===== src/rtl/operand_fetch.sv =====
// Operand fetch stage: 8x16 register file, sequential A/B reads, valid/ready issue to the shifter.
// Optional write-through forwarding on reads: define OPERAND_FETCH_WRITE_BYPASS_EN.
module operand_fetch #(
  parameter int unsigned WIDTH = 16,
  parameter int unsigned NREGS = 8,
  parameter int unsigned AW    = 3
) (
  input  logic             clk,
  input  logic             rst_n,
  input  logic             write,
  input  logic [AW-1:0]    writenum,
  input  logic [WIDTH-1:0] data_in,
  input  logic             req_valid,
  output logic             req_ready,
  input  logic [AW-1:0]    rn,
  input  logic [AW-1:0]    rm,
  input  logic [1:0]       shift_in,
  output logic             out_valid,
  input  logic             out_ready,
  output logic [WIDTH-1:0] out_a,
  output logic [WIDTH-1:0] out_b,
  output logic [1:0]       out_shift
);

  typedef enum logic [1:0] {StIdle, StReadA, StReadB, StIssue} state_e;

  state_e             state_q, state_d;
  logic [WIDTH-1:0]   regs_q [NREGS];
  logic [AW-1:0]      rn_q, rm_q;
  logic [1:0]         shift_q;
  logic [WIDTH-1:0]   out_a_q, out_b_q;
  logic [1:0]         out_shift_q;
  logic [AW-1:0]      read_idx;
  logic [WIDTH-1:0]   read_val;

  always_ff @(posedge clk or negedge rst_n) begin
    if (!rst_n) begin
      for (int i = 0; i < int'(NREGS); i++) regs_q[i] <= '0;
    end else if (write) begin
      regs_q[writenum] <= data_in;
    end
  end

  always_comb begin
    read_idx = (state_q == StReadA) ? rn_q : rm_q;
    read_val = regs_q[read_idx];
`ifdef OPERAND_FETCH_WRITE_BYPASS_EN
    if (write && (writenum == read_idx)) read_val = data_in;
`endif
  end

  always_comb begin
    state_d = state_q;
    unique case (state_q)
      StIdle:  if (req_valid) state_d = StReadA;
      StReadA: state_d = StReadB;
      StReadB: state_d = StIssue;
      StIssue: if (out_ready) state_d = StIdle;
      default: state_d = StIdle;
    endcase
  end

  always_ff @(posedge clk or negedge rst_n) begin
    if (!rst_n) begin
      state_q     <= StIdle;
      rn_q        <= '0;
      rm_q        <= '0;
      shift_q     <= '0;
      out_a_q     <= '0;
      out_b_q     <= '0;
      out_shift_q <= '0;
    end else begin
      state_q <= state_d;
      if (state_q == StIdle && req_valid) begin
        rn_q    <= rn;
        rm_q    <= rm;
        shift_q <= shift_in;
      end
      if (state_q == StReadA) out_a_q <= read_val;
      if (state_q == StReadB) begin
        out_b_q     <= read_val;
        out_shift_q <= shift_q;
      end
    end
  end

  // Handshake flags decode from state only, no input-to-output path.
  assign req_ready = (state_q == StIdle);
  assign out_valid = (state_q == StIssue);
  assign out_a     = out_a_q;
  assign out_b     = out_b_q;
  assign out_shift = out_shift_q;

endmodule


===== config.mk =====
export PLATFORM = sky130hd
export DESIGN_NAME = operand_fetch
export DESIGN_NICKNAME = d
export VERILOG_FILES = /design/src/rtl/operand_fetch.sv
export SDC_FILE = /design/constraint.sdc
export NUM_CORES = 1
export LEC_CHECK = 0
export CAP_MARGIN = 20
export CELL_PAD_IN_SITES_DETAIL_PLACEMENT = 1
export CELL_PAD_IN_SITES_GLOBAL_PLACEMENT = 1
export CORE_AREA = 2 2 112 158
export CTS_BUF_LIST = sky130_fd_sc_hd__clkbuf_2
export CTS_CLUSTER_DIAMETER = 120
export CTS_CLUSTER_SIZE = 40
export DETAILED_ROUTE_END_ITERATION = 10
export DIE_AREA = 0 0 114 160
export PLACE_DENSITY_LB_ADDON = 0.1
export SYNTH_ARGS = -nofsm -noshare
export SYNTH_HDL_FRONTEND = slang
export SYNTH_SLANG_ARGS = --single-unit
export TNS_END_PERCENT = 100

===== constraint.sdc =====
create_clock -name clk -period 4.87 [get_ports clk]
set_input_delay 0.7305 -clock clk [delete_from_list [all_inputs] [get_ports clk]]
set_output_delay 0.7305 -clock clk [all_outputs]
set_load 0.05 [all_outputs]

---- After elaboration in Yosys (flattened, before gate mapping) ----
Index checks and enable logic that the tools add are counted.
storage, ports and cells
  flip-flop bits (word level) ............. 172
  input port bits ......................... 32
  output and inout bits ................... 36
  logic and storage cells ................. 39
cells by class
  $lt $le $gt $ge ......................... 3
  equality and inequality tests ........... 5
  muxes and demuxes ....................... 10
  bitwise gates (word level) .............. 2
  reduce and logical (&&, ||, !) cells .... 4
operator list
  kind                                                        number
  bitwise mux 128 bit                                         1
  binary-select mux 16 bit (select 3 bit)                     1
  demux 16 bit (select 3 bit)                                 1
  2-to-1 mux 16 bit                                           3
  >= comparator 4 bit, second input constant                  2
  inverter 3 -> 4 bit                                         2
  one-hot mux 2 bit (4 select lines)                          1
  equality test 2 bit, second input constant                  2
  less-than comparator 4 x 1 -> 1 bit, second input constant  1
  2-to-1 mux 2 bit                                            2
  2-to-1 mux 3 bit                                            1
  equality test 2 x 1 -> 1 bit, second input constant         1
  logical AND 1 bit                                           2
  logical NOT 2 bit                                           1
  inequality test 2 x 1 -> 1 bit, second input constant       1
  inequality test 2 bit, second input constant                1
  AND reduction 2 bit                                         1

---- Longest topological paths before layout ----
  depth in word-level cells ............... 6
  mapped depth ............................ 9
  gate-level depth less buffers ........... 7

---- Least setup slack after synthesis ----
OpenSTA, ideal clock, no wires.
  path kind ............................... in2reg
  from .................................... input writenum[0]
  to ...................................... register regs_q[53] (netlist name)
  setup time .............................. 125 ps
  arrival time ............................ 2030 ps
  required time ........................... 4745 ps
  setup slack ............................. 2715 ps
  stages on the path ...................... 5
  buffers on the path ..................... 2
  path through ............................ clkbuf_1 > nand2b_1 > nor3b_2 > buf_4 > mux2_2
between the ends
  word-level cells in the longest chain between the ends .. 6
  elaborated cells between the ends (all ways) .. 7
  those cells by class .................... order compare (2); mux (3); bitwise (1); reduce/logical (1)
RTL lines
  what                                                                                              RTL line  source
  from (decl)                                                                                       11        input logic [AW-1:0] writenum,
  inverter 3 -> 4 bit (not written as such) *                                                       40        regs_q[writenum] <= data_in;
  >= comparator 4 bit (not written as such) or less-than comparator 4 x 1 -> 1 bit (tied branches)  40
  logical AND 1 bit (not written as such)                                                           40
  2-to-1 mux 16 bit (not written as such)                                                           40
  demux 16 bit (select 3 bit) *                                                                     40
  bitwise mux 128 bit *                                                                             40
  to (signal, indexed assignment)                                                                   40
  to (decl)                                                                                         28        logic [WIDTH-1:0] regs_q [NREGS];
Mark *: on every way between the ends. The rest lies on a longest branch, timed or not.
A chain may end at the register's enable or synchronous reset.

---- Worst setup path in the final report ----
  from .................................... register state_q[1]
  to ...................................... register out_b_q[15], in the netlist out_b[15]
between the ends
  word-level cells in the longest chain between the ends .. 6
  elaborated cells between the ends (all ways) .. 7
  those cells by class .................... eq/ne (2); mux (4); bitwise (1)
RTL lines
  what                                                   RTL line  source
  from (decl)                                            27        state_e state_q, state_d;
  from (signal assigned)                                 65        state_q <= StIdle;
  from (signal assigned)                                 73        state_q <= state_d;
  equality test 2 x 1 -> 1 bit                           45        read_idx = (state_q == StReadA) ? rn_q : rm_q;
  2-to-1 mux 3 bit                                       45
  inverter 3 -> 4 bit (not written as such)              46        read_val = regs_q[read_idx];
  binary-select mux 16 bit (select 3 bit)                46
  2-to-1 mux 16 bit (not written as such) (2 in series)  46
  to (signal assigned)                                   81        out_b_q <= read_val;
  to (decl)                                              31        logic [WIDTH-1:0] out_a_q, out_b_q;
Several ways; a longest one is shown, not always the timed one. The select of a mux whose other input is x is not followed.

==> reports/metrics.cfg <==
[run_status]
status=complete, no violations

[route]
first_pass_iters=4
wire_per_inst_um=24.9
drtAntennaViolNets=0
routed_wl_um=25800
vias=6648
viasPerCell=6.42
drt_iter0_drc=314
drc_errors=0

[placed_design]
dp_slack_ns=1.53
place.gp.congestion=0.819
port_buffers=67
place_hpwl_um=15500

[critical_path]
worstPathRequired_ns=5.54
reg2reg_depth=7
r2r_slack_ns=1.47
crit_path_max_fanout=42
start_kind=register
worst_r2r_endpoint=out_b[15]
cp.arrival_ns=4.07
endpoint_kind=register
critPathKind=reg -> reg
r2r-start=state_q[1]

[floorplan]
placementRows=57
die_w_um=114
core_area_sq_um=17000
die_h_um=160
ioPinCount=68
fp.dieArea_sq_um=18200
initial_core_util_pct=50.7

[yosys]
synth_warnings=0
synth.distinct_cells=35
synth_top_area_cell=dfrtp_1
muxShareOfSynthArea_pct=18.7
synth_xor_area_share_pct=0
synthAdderAreaFrac_pct=0.728
synthesis.area_sq_um=8600
async_flop_share_pct=100
synth_top_family_by_area=multiplexers
ys.flop_type=dfrtp_1
synth_edf_count=0
synth-simple-area-share_pct=13.1
ys_seq_elements=172
synthTopCellsByCount=dfrtp_1, mux2_2, nor2_1, nor2b_1
syn_inst=767
synth.most_common_cell=dfrtp_1
yosysSeqAreaShare_pct=50.1
syn-num-nets=804
synth-compound-area-share_pct=14.0
yosys.area.top_type_share_pct=50.1
avgSynthCellArea_sq_um=11.2
synth_area_leaders=dfrtp_1, mux2_2, nor2_1

[clock_network]
cts_num_sinks=172
clk_latency_ns=0.76
postCtsSetupRepairBufs=0
cts_tree=built
clockBufferDepth=2
htree_levels=4
root_buffer=clkbuf_2
cts_buffers=17
clk_pin_slew_worst_paths_ns=0.24

[sta]
worst_clock_skew_ns=0.0343
hold_violations=0
rsz0062_at_grt=no
maxSlewViolCount=0
tightest_slew_ns=1.12
min_period_ns=3.40
setup_viol_count_final=0
setup_tns_ns=0
max_freq_ghz=0.294
relSlewSlack_pct=25.3
setup_ws_ns=1.47
finalCritPeriodShare_pct=69.8

[global_route]
overflow=0
grt_util_all_layers_pct=29.5
grt_start_max_net_pins=82
antenna_found_initial=1
grt_pass1_vias=7365
grt_pass1_wl_um=40700

[run]
cap_violations=0

[finish]
syn_to_final_growth_pct=11.9
multi_input_area_sq_um=4030
fillCellCount=1852
regArea_sq_um=4300
drive_above_1_share_pct=25.3
nNetsFinal=854

[power_and_ir_drop]
ir_drop_v=0.000364
total_power_w=0.00674
p_per_area_nw_per_um2=700
p_leak_nw=3.93

[worst_hold_path]
min_path_type=in -> async

==> registers in the layout (all words and copies together), names as in the netlist <==
register / cells
shift_q: 2
state_q: 2
out_a: 16
out_b: 16
rn_q: 3
out_shift: 2
regs_q: 128
rm_q: 3
==> report_power, final <==
group / total, W / switching (W) / internal (W) / leakage (nW)
registers: 0.00222 / 0.000359 / 0.00186 / 2.05
logic: 0.00381 / 0.00240 / 0.00142 / 1.75
clock network: 0.000705 / 0.000476 / 0.000229 / 0.135
total: 0.00674 / 0.00323 / 0.00350 / 3.93
==> kinds of logic after synthesis <==
logic type,Yosys count
adders and majority gates,5
AOI/OAI and AO/OA,162
muxes,143
and+or+nand+nor,226
buffers and inverters,59
DFF,172
==> final cells by class <==
| type | count | share of cell area [%] |
|---|---|---|
| flip-flops and latches | 172 | 44.7 |
| multi-input cells | 536 | 41.8 |
| repair buffers | 85 | 8.41 |
| well taps | 206 | 2.68 |
| clock inverters | 11 | 1.07 |
| clock buffers | 20 | 1.04 |
| inverters | 5 | 0.195 |
| diodes | 1 | 0.0260 |
==> critical path: stages, from the launching register on <==
cell	delay, ns
dfrtp_1	0.48
inv_1	0.12
ha_2	0.91
nand2_4	0.63
o22ai_1	0.36
o21ai_0	0.14
a311o_1	0.42
a31oi_1	0.22
==> through the flow <==
stage                     instances  hold slack, ns  instance area [sq um]  utilization, %
final                          1036           0.501                   9620            56.7
after global routing           1036           0.506                   9620            56.7
after CTS                      1035           0.523                   9620            56.7
after detailed placement       1003           0.494                   9410            55.4
after global placement         1003           0.482                   9410            55.4
after floorplan                 767           0.435                   8600               -
==> per-layer routing <==
metal | up-vias | share of wire, % | GRT usage (%)
met5 | - | 0 | 0
met4 | 0 | 2.5 | 11.1
met3 | 46 | 3.9 | 4.52
met2 | 184 | 53 | 53.2
met1 | 3529 | 40 | 35.0
li1 | 2889 | - | -
==> timing repair <==
item	CTS	global route
gates resized for setup	0	0
hold buffers	1	0
endpoints found under the hold margin	65	0
==> placed cells by master, fill, tap and decap left out, types with 2 or more instances in the layout <==
master | Yosys | final
dfrtp_1 | 172 | 172
mux2_2 | 141 | 141
nor2_1 | 95 | 95
clkdlybuf4s50_1 | 0 | 66
nor2b_1 | 49 | 49
o21ai_0 | 32 | 32
a31oi_1 | 32 | 32
nand3_1 | 21 | 21
clkbuf_2 | 0 | 20
nand2_1 | 18 | 18
nor3_1 | 17 | 17
buf_4 | 5 | 17
o21bai_1 | 16 | 16
a311o_1 | 16 | 16
o21ai_1 | 16 | 16
o221ai_1 | 15 | 15
o22a_1 | 15 | 15
o22ai_2 | 14 | 14
nand3b_1 | 11 | 11
inv_1 | 5 | 5
clkinv_1 | 0 | 5
ha_1 | 5 | 4
nand2b_1 | 4 | 3
nand4b_1 | 3 | 3
o22ai_1 | 3 | 3
clkinv_2 | 0 | 3
nor3b_2 | 2 | 2
mux2i_2 | 0 | 2
bufinv_16 | 0 | 2
==> worst max path at each step <==
stage                             to  cells past startpoint   startpoint
after floorplan           regs_q[53]                      5  writenum[0]
after global placement      out_a[0]                      7   state_q[1]
after detailed placement   out_b[12]                      7   state_q[1]
after CTS                  out_b[15]                      7   state_q[1]
after global routing       out_b[15]                      7   state_q[1]
final                      out_b[15]                      7   state_q[1]
(Power assumes the default switching activity.)
